## src/rtl/mod_sub_pipe.sv

```systemverilog
`default_nettype none
// ============================================================================
// mod_sub_pipe : two-stage pipelined (a - b) mod q with valid/ready handshake
// Revision 1.0 : initial release
// ============================================================================
module mod_sub_pipe #(
    parameter int BITWIDTH = 32
) (
    input  logic                iClk,
    input  logic                iRstN,
    input  logic                iValid,
    output logic                oReady,
    input  logic [BITWIDTH-1:0] iData0,
    input  logic [BITWIDTH-1:0] iData1,
    input  logic [BITWIDTH-1:0] iQ,
    output logic                oValid,
    input  logic                iReady,
    output logic [BITWIDTH-1:0] oData
);

    logic [BITWIDTH:0]   d1;
    logic [BITWIDTH-1:0] q1;
    logic                v1;
    logic                v2;

    logic                en1;
    logic                en2;
    logic                in_xfer;
    logic [BITWIDTH:0]   diff_next;
    logic [BITWIDTH-1:0] res_next;

    assign en2       = !v2 || iReady;
    assign en1       = !v1 || en2;
    assign oReady    = en1 && iRstN;
    assign in_xfer   = iValid && oReady;
    assign oValid    = v2;

    // MSB of the extended difference is the borrow out of the subtraction.
    assign diff_next = {1'b0, iData0} - {1'b0, iData1};
    assign res_next  = d1[BITWIDTH] ? (d1[BITWIDTH-1:0] + q1) : d1[BITWIDTH-1:0];

    always_ff @(posedge iClk) begin
        if (!iRstN) begin
            d1    <= '0;
            q1    <= '0;
            v1    <= 1'b0;
            v2    <= 1'b0;
            oData <= '0;
        end else begin
            if (en2) begin
                v2 <= v1;
                if (v1) begin
                    oData <= res_next;
                end
            end
            if (en1) begin
                v1 <= in_xfer;
                if (in_xfer) begin
                    d1 <= diff_next;
                    q1 <= iQ;
                end
            end
        end
    end

endmodule
`default_nettype wire
```

## config.mk

```make
export PLATFORM = sky130hd
export DESIGN_NAME = mod_sub_pipe
export DESIGN_NICKNAME = d
export VERILOG_FILES = /design/src/rtl/mod_sub_pipe.sv
export SDC_FILE = /design/constraint.sdc
export NUM_CORES = 1
export LEC_CHECK = 0
export ABC_CLOCK_PERIOD_IN_PS = 3000
export CORE_MARGIN = 10
export CORE_UTILIZATION = 48
export DETAILED_ROUTE_END_ITERATION = 8
export PLACE_DENSITY = 0.87
export SYNTH_ARGS = -nofsm -noshare
export SYNTH_HDL_FRONTEND = slang
export SYNTH_SLANG_ARGS = --single-unit
```

## constraint.sdc

```tcl
create_clock -name iClk -period 3 [get_ports iClk]
set_input_delay 0.6 -clock iClk [delete_from_list [all_inputs] [get_ports iClk]]
set_output_delay 0.6 -clock iClk [all_outputs]
set_load 0.02 [all_outputs]
```

==> out/metrics.cfg <==
[synthesis]
synthCells=887
synth_area_sq_um=6910
synth_nets=1052
avgSynthCellArea_sq_um=7.791
yosys_register_bits=99
synth.area.mux_share=0.02607
synth.largest_area_cell=dfxtp_1
synth-simple-area-share=0.1881
synth_adder_area_share=0.1199
synthTopCellsByArea=dfxtp_1, ha_1, a21o_1
synth_top_area_share=0.2868
yosysSeqAreaShare=0.2868
synth_edf_count=0
synth-compound-area-share=0.2622
synth_top_flop_cell=dfxtp_1
yosysWarnings=0
yosys.area_share.xor_xnor=0.06591
async_flop_share=0
synth_cell_types=55
synth_top_family_by_area=compound AO/OA/AOI/OAI gates

[worst_setup_path]
r2r_start=d1[1]
rr_worst_depth=11
timing.reg2reg.setup_slack_ps=30
crit_end=oData[29]
timing.rr.end=oData[29]
critPathTopFamily=compound AO/OA/AOI/OAI gates
endpoint_kind=register
cpMaxStageDelayCell=or4b_1
worstPathRequired_ps=3280
crit_path_max_incr_delay_ps=510
startpoint=d1[1]
start_kind=register
worstPathCellList=buf_4 > ha_1 > a21o_1 > nand4_1 > a21oi_2 > o41ai_4 > nand2_2 > a41o_1 > a221o_1 > or4b_1 > a31oi_1
crit_cells=11
cp_max_fo=3
crit_buf_inv=1
worstPathArrival_ps=3250
path_class=reg2reg

[global_routing]
grt-ovfl-total=0
grt_pass1_wl_microns=33400
grt_max_degree=77
grt_use_total=0.1984
antenna_found_initial=0
grt_pass1_vias=6893

[sta]
setup_viol=0
slew_violations=0
period_needed_ps=2971
min_period_over_period=0.9905
tns_ps=0
slew_headroom=0.4693
fin_ws_ps=28.55
finalHoldViolCount=0
tightest_slew_ps=796.1
fmax_mhz=336.5
clock_skew_ps=8.383

[detailed_routing]
remaining_drc_errors=0
drtPass1Iterations=5
drt_iter0_drc=643
routed_via_density=5.671
wl_per_cell_microns=16.58
ant_nets=0
vias=7247
routed_wl_microns=21180

[clocking]
worstSkewPairLatency_ps=350
clkTransAtPathRegs_ps=70
clkSinkCount=99
cts_buffers=9
h-tree-depth=3
root_buffer=clkbuf_16
clk_path_buf_depth=2
cts_tree=built

[placed_design]
dp_slack_ps=-563.1
routabilityCongestion=0.9362
port_buffers=133
hpwl_microns=15870

[run_status]
status=complete, no violations

[job]
drv_cap=0

[floorplanning]
ios=134
die_x_microns=140.0
coreArea_sq_um=13990
die_height_microns=140.0
initial_utilization=0.4940
dieArea_sq_um=19600
num_rows=43

[cells_and_area]
antenna_cells=0
fin_nets=1258
final_layout_size_suffix_gt1_frac=0.1758
syn_to_final_growth_pct=41.64

[power]
leakagePower_nw=4.606
irDropWorstVdd_mv=0.2934
p_per_area_nw_per_um2=434.3

[min_path]
holdCritPathClass=reg2reg

## worst min path at each step
stage | startpoint | endpoint | slack [ps] | cells after the start
floorplan | q1[0] | q1[0] | 440 | 2
global placement | q1[26] | q1[26] | 440 | 2
detailed placement | q1[0] | q1[0] | 450 | 2
CTS | q1[0] | q1[0] | 460 | 2
global route | q1[26] | q1[26] | 480 | 2
finish | q1[26] | q1[26] | 460 | 2
## layer usage
metal	wire, microns	track usage	vias to the layer above	part of all wire
met5	0	0	-	0
met4	327	0.05761	0	0.015
met3	1608	0.03719	26	0.076
met2	9628	0.3118	275	0.45
met1	9618	0.2691	3353	0.45
li1	-	-	3593	-
## worst min-delay path, cell delays in order, from the launching register on
cell     delay [ps]
dfxtp_1         310
nand3_1          60
nand2_1          40
## cells in the mapped netlist (all sizes together) (5+ instances only)
library cell / n
a211oi: 20
a21o: 51
a21oi: 66
a221o: 5
a311oi: 5
a31o: 5
a31oi: 16
and2: 6
and3: 7
clkbuf: 45
dfxtp: 99
ha: 63
inv: 46
mux2i: 18
nand2: 99
nand2b: 7
nand3: 73
nand4: 10
nor2: 50
nor2b: 10
nor3: 5
o211ai: 5
o21a: 9
o21ai: 67
o21bai: 7
o31ai: 8
or3: 6
xnor2: 36
xor2: 16
## logic make-up after synthesis
group,Yosys count
DFF,99
adders and majority gates,65
AOI/OAI and AO/OA,279
and+or+nand+nor,280
muxes,18
buffers and inverters,94
xor gates and xnor gates,52
## layout by cell type, fill, tap and decap left out, types with 6 or more instances in the layout
| cell type | instances |
|---|---|
| o21ai_0 | 56 |
| and3_1 | 7 |
| ha_1 | 46 |
| nand2b_1 | 7 |
| o21bai_1 | 7 |
| nand2_1 | 97 |
| nand3_1 | 73 |
| inv_2 | 6 |
| dfxtp_1 | 95 |
| a21o_1 | 50 |
| nor2_1 | 50 |
| dlymetal6s2s_1 | 15 |
| o31ai_1 | 6 |
| ha_2 | 7 |
| nand4_1 | 10 |
| nor2b_1 | 8 |
| buf_4 | 108 |
| a211oi_1 | 20 |
| a31oi_1 | 13 |
| clkdlybuf4s50_1 | 113 |
| clkbuf_16 | 9 |
| o21a_1 | 9 |
| o21ai_1 | 9 |
| mux2i_1 | 18 |
| ha_4 | 10 |
| xnor2_1 | 36 |
| xor2_1 | 16 |
| inv_1 | 40 |
| a21oi_1 | 60 |
## flip-flops by register name (all words and copies together) (netlist names)
name / count
oData: 32
q1: 32
oValid: 1
d1: 33
v1: 1
## stage by stage
stage | util | total power, mW | cells | cell area [sq um] | hold WS, ps
global route | 0.6997 | 4.462 | 1278 | 9788 | 479.5
CTS | 0.6753 | 4.164 | 1274 | 9447 | 462.3
finish | 0.6997 | 4.251 | 1278 | 9788 | 460.3
detailed placement | 0.6509 | 3.007 | 1256 | 9105 | 451.0
floorplan | - | 2.394 | 887 | 6930 | 437.7
global placement | 0.6509 | 2.971 | 1256 | 9105 | 444.9
## layout make-up
cell class,instances,area [sq um]
Clock inverter,6,66.31
Clock buffer,10,229.0
Inverter,46,172.7
Sequential cell,99,1987
Timing Repair Buffer,243,2200
Tap cell,180,225.2
Fill cell,1070,4200
Multi-Input combinational cell,694,4908
## repair_timing
| item | in CTS | in global routing |
|---|---|---|
| pin swaps | 23 | 28 |
| hold buffers | 0 | 0 |
| buffers inserted | 2 | 4 |
| resized for setup | 13 | 74 |
| setup endpoints to repair | 16 | 20 |
## where the power goes
group	leakage, nW	internal [mW]	switching (mW)
registers	0.819	1.44	0.102
logic	3.65	0.774	0.782
clock network	0.135	0.646	0.509
Note: power is estimated with default switching activity, not from simulation.
==> RTL edit 1 (same flow settings) <==
Change the parameter `BITWIDTH` from 32 to 64.
--- a/src/rtl/mod_sub_pipe.sv
+++ b/src/rtl/mod_sub_pipe.sv
@@ -4,7 +4,7 @@
 // Revision 1.0 : initial release
 // ============================================================================
 module mod_sub_pipe #(
-    parameter int BITWIDTH = 32
+    parameter int BITWIDTH = 64
 ) (
     input  logic                iClk,
     input  logic                iRstN,
Ports: changed (resized iData0, iData1, iQ and oData); port bits go from 134 to 262. The function was not compared with the original's and may differ.
==> RTL edit 1 against the original RTL <==
The run now ends with setup timing left. Sequential cell count is 96 higher. Synthesized cell count increased by 130%. Power up 130%. Core utilization increased by 4.5 points. Worst hold slack better by 7.0 ps. Wire length rose to 3.1 times the old value. Setup slack worse by 200 ps. Synthesized area grew 120%. Critical path depth grew 4. Design area increased by 130%. Count of clock-buffer cells in the layout rose by 7. Clock skew is 7.0 ps higher. Sequential power rose by 100%. Via count increased to 2.5 times the old value.
==> RTL edit 1: results (changes against the original RTL) <==
[status]
status = finished with violations
failed_checks = setup timing

[logic_synthesis]
avgSynthCellArea_um2 = 7.375  ; -5.3%
ys_ff_latch = 195  ; +97%
synth_nets = 2348  ; +120%
ys_top_cells_by_area = dfxtp_1 26%, ha_1 11%, nand2_1 7.1%
netlist_top_cells_count = 281 x nand2_1, 195 x dfxtp_1, 189 x a21oi_1, 144 x o21ai_0, 130 x nand3_1
seq_area_frac_synth_pct = 26.17  ; -2.5 points

[timing]
setup_viol = 15  ; +15
skew_ps = 15.37  ; +6.986 ps
layout_setup_ws_ps = -172.1  ; -200.6 ps
setup_tns_ps = -831.9  ; -831.9 ps

[route]
vias = 18210  ; +150%
met1_length_mm = 26.36  ; +170%
wl_met3_mm = 6.415  ; +300%
top_layer_used = met5
drtIter0Drc = 1893  ; +190%
route.met2.wl_mm = 29.54  ; +210%
avgRoutedWirePerCell_um = 21.56  ; +30%

[layout]
largestRegisters = d1 x65, oData x64, q1 x64
diodes = 1  ; +1
fin_nets = 2919  ; +130%
drive_above_1_share_pct = 27.28  ; +9.7 points
n_all_buffers = 681  ; +180%
sh_seq_area_pct = 17.27  ; -3.0 points
multi_input_area_um2 = 11560  ; +140%
finalNonFillerCells = 3003  ; +130%
multi_input_gates = 1593  ; +130%
design_area_um2 = 22840  ; +130%
layout.nonclk_buf_share_pct = 25.61  ; +3.1 points
fillers = 2222  ; +110%

[place]
dp.final_hpwl_mm = 44.92  ; +180%
io_buffers = 261  ; +96%
place.gp.congestion = 0.9670  ; +3.3%

[global_route]
grt_use_total_pct = 29.67  ; +9.8 points
grt_max_degree = 84  ; +9.1%
grt_antenna_before_repair = 2  ; +2
grt_util_met1_pct = 38.69  ; +12 points

[hold_path]
hold_start = q1[52]
min_to = q1[52]

[clock_tree]
cts_resized = 183  ; +170
clk_pin_slew_worst_paths_ps = 90  ; +20 ps
cts_made_buffers = 17  ; +8
postCtsSetupBuffers = 30  ; +28

[worst_setup_path]
cp-startpoint = iData0[0]
cp.buffers_inverters = 3  ; +2
r2r-start = d1[0]
cp_slowest_cell = a221o_1
reg2regPathDepth = 13  ; +2
critical_path.max_stage_delay_ps = 390  ; -120 ps
cp.arrival_ps = 3510  ; +260 ps

[pwr]
p_sw_mw = 3.654  ; +160%
comb_power_mw = 4.25  ; +170%

RTL edit 1: changes by cell type after synthesis, moves of 40 or more:
cell / before / now
clkbuf_1: 45 / 100
nand2_1: 98 / 281
o21ai_0: 61 / 144
dfxtp_1: 99 / 195
inv_1: 46 / 106
ha_1: 63 / 127
a21oi_1: 66 / 189
nor2_1: 50 / 123
xnor2_1: 36 / 76
nand3_1: 73 / 130
RTL edit 1: metrics by stage:
step	setup WS, ps	utilization [%]
finish	-172.1	74.47
global route	-244.8	74.47
CTS	-60.08	71.09
detailed placement	-1160	66.51
global placement	-1143	66.51
floorplan	-147.4	-
RTL edit 1: cells by family (layout without fill, tap and decap cells):
logic type	Yosys count	in the layout	synth area share, %
muxes	31	31	2.080
xor gates and xnor gates	117	117	6.868
adders and majority gates	129	129	10.92
buffers and inverters	235	818	6.097
DFF	195	195	26.17
other	0	1	0
AOI/OAI and AO/OA	627	627	26.79
and+or+nand+nor	689	689	21.08
==> RTL edit 2 (same flow settings) <==
Without the edit above. Reset style: asynchronous (`iRstN`), changed in one clocked block.
--- a/src/rtl/mod_sub_pipe.sv
+++ b/src/rtl/mod_sub_pipe.sv
@@ -39,7 +39,7 @@
     assign diff_next = {1'b0, iData0} - {1'b0, iData1};
     assign res_next  = d1[BITWIDTH] ? (d1[BITWIDTH-1:0] + q1) : d1[BITWIDTH-1:0];
 
-    always_ff @(posedge iClk) begin
+    always_ff @(posedge iClk or negedge iRstN) begin
         if (!iRstN) begin
             d1    <= '0;
             q1    <= '0;
Check against the original RTL: differs if iRstN is asserted again (counterexample within 4 cycles, from zero or initial values and one cycle with iRstN low); with iRstN held inactive, the same outputs for 10 cycles.
==> RTL edit 2 against the original RTL <==
Critical path depth rose by 2. Synthesized area up 7.2%. Wire length is 3.4% higher. Design area grew 1.0%. Sequential share of layout area up 4.7 points. Setup slack better by 85 ps. First-iteration DRC count fell by 31%. Register-to-register slack better by 110 ps. Maximum frequency up 2.9%. Sequential cell count stayed put. Via count fell by 3.3%. Global-route usage grew 0.90 points. Critical endpoint is now d1[22]. Largest cell class unchanged. Highest routed layer unchanged.
Power is not compared: it rests on default switching activity, and its combinational part moved more than twofold at a synthesized area within 25%.
==> RTL edit 2: results (changes against the original RTL) <==
[logic_synthesis]
synth_compound_area_share_pct = 23.22  ; -3.0 points
synth_nets = 1017  ; -3.3%
synthXorXnorAreaFrac_pct = 5.792  ; -0.80 points
synth.distinct_cells = 65  ; +18%
syn_inst = 852  ; -3.9%
ys.flop_type = dfrtp_1
synthArstFlopShare_pct = 100.0  ; +100 points
netlist_top_cells_count = 107 x nand2_1, 99 x dfrtp_1, 89 x o21ai_0, 84 x a21oi_1, 63 x ha_1
muxShareOfSynthArea_pct = 6.484  ; +3.9 points
yosys.area_share.adder_pct = 11.18  ; -0.81 points
yosys_warnings = 0  ; unchanged
seq_area_frac_synth_pct = 33.43  ; +4.8 points
ys_top_cells_by_area = dfrtp_1 33%, ha_1 11%, o21ai_0 6.0%

[pwr]
ir_worst_vdd_uv = 355.3
power_leakage_nw = 4.576

[global_route]
grt_antenna_before_repair = 0  ; unchanged
grt_pass1_wl_mm = 34.84  ; +4.3%
grt_max_degree = 52  ; -32%
grt_use_total_pct = 20.74  ; +0.90 points

[timing]
skew_ps = 7.044  ; -1.339 ps
slew_headroom_pct = 43.60  ; -3.3 points
finalWorstPathRequiredPeriod_ps = 2887  ; -84.70 ps

[status]
status = complete, no violations

[route]
dr.pass1.iters = 5  ; unchanged
drtIter0Drc = 443  ; -31%
avgRoutedWirePerCell_um = 17.60  ; +6.2%
routed_wl_mm = 21.89  ; +3.4%
vias = 7009  ; -3.3%

[clock_tree]
clk_pin_slew_worst_paths_ps = 70  ; about the same
clock_latency_ps = 350  ; about the same
cts.path.max_buffers = 2  ; unchanged
htree_levels = 3  ; unchanged
cts_made_buffers = 9  ; unchanged
cts_root_buffer = clkbuf_16

[layout]
diodes = 0  ; unchanged
fillers = 1209  ; +13%
drive_above_1_share_pct = 16.29  ; -1.3 points
area_growth_pct = 33.49
fin_nets = 1216  ; -3.3%
largestRegisters = d1 x33, oData x32, q1 x32

[hold_path]
hp-class = in -> async

[worst_setup_path]
ff2ff_setup_slack_ps = 140  ; +110 ps
cp-endpoint = d1[22]
cp.arrival_ps = 3120  ; -130 ps
r2r-end = oData[26]
r2r-start = d1[0]
cp-startpoint = iData1[2]
reg2regPathDepth = 11  ; unchanged
critPathMaxFanout = 3  ; unchanged

[place]
dp.final_hpwl_mm = 17.70  ; +12%
place.gp.congestion = 0.9459  ; +1.0%
dp_slack_ps = -349.3  ; +213.8 ps
io_buffers = 133  ; unchanged
dpl_cell_area_um2 = 9499  ; +4.3%

## RTL edit 2: cell count changes after synthesis, sizes merged, moves of 13 or more
cell and delta:
dfxtp -99, clkbuf -23, a21oi +18, o21ai +30
nand3 -57, mux2 +32, nor2 -13, a21o -32
dfrtp +99
## RTL edit 2: per-stage QoR
| stage | hold slack (ps) | setup TNS [ps] |
|---|---|---|
| floorplan | 304.4 | 0 |
| global placement | 461.0 | -3348 |
| detailed placement | 468.4 | -4887 |
| CTS | 403.3 | 0 |
| global route | 425.4 | -60.42 |
| finish | 374.8 | 0 |
## RTL edit 2: metal layers
layer  track usage (%)  wire, um  vias to the layer above
met3             2.821      1334                       23
met4             6.117       359                        0
met1             27.55      9733                     3319
li1                  -         -                     3450
met5                 0         0                        -
met2             34.39     10470                      217
## RTL edit 2: area by class of cell
cell class / instances / area share (%)
multi-input combinational: 676 / 47.49
clock inverter: 7 / 0.7084
timing repair buffer: 220 / 20.39
inverter: 45 / 1.708
tap: 188 / 2.378
sequential: 99 / 25.05
clock buffer: 9 / 2.277
## RTL edit 2: worst max-delay path, cell delays in order
cell,delay (ps)
clkdlybuf4s50_1,460
inv_1,40
ha_1,290
nor2b_2,180
o31a_1,300
o211ai_2,220
nand3_2,130
a31oi_4,220
buf_4,160
o21bai_1,80
a21oi_1,180
xor2_1,160
o21ai_0,80
## RTL edit 2: report_power, final
group	total, mW	internal (mW)	switching, mW
clock network	1.15	0.585	0.565
registers	2.00	1.71	0.299
logic	3.41	1.59	1.82
## RTL edit 2: what timing repair did
item | 4_1_cts | 5_1_grt
endpoints found under the setup margin | 0 | 20
resized for setup | 0 | 19
buffers inserted | 0 | 4
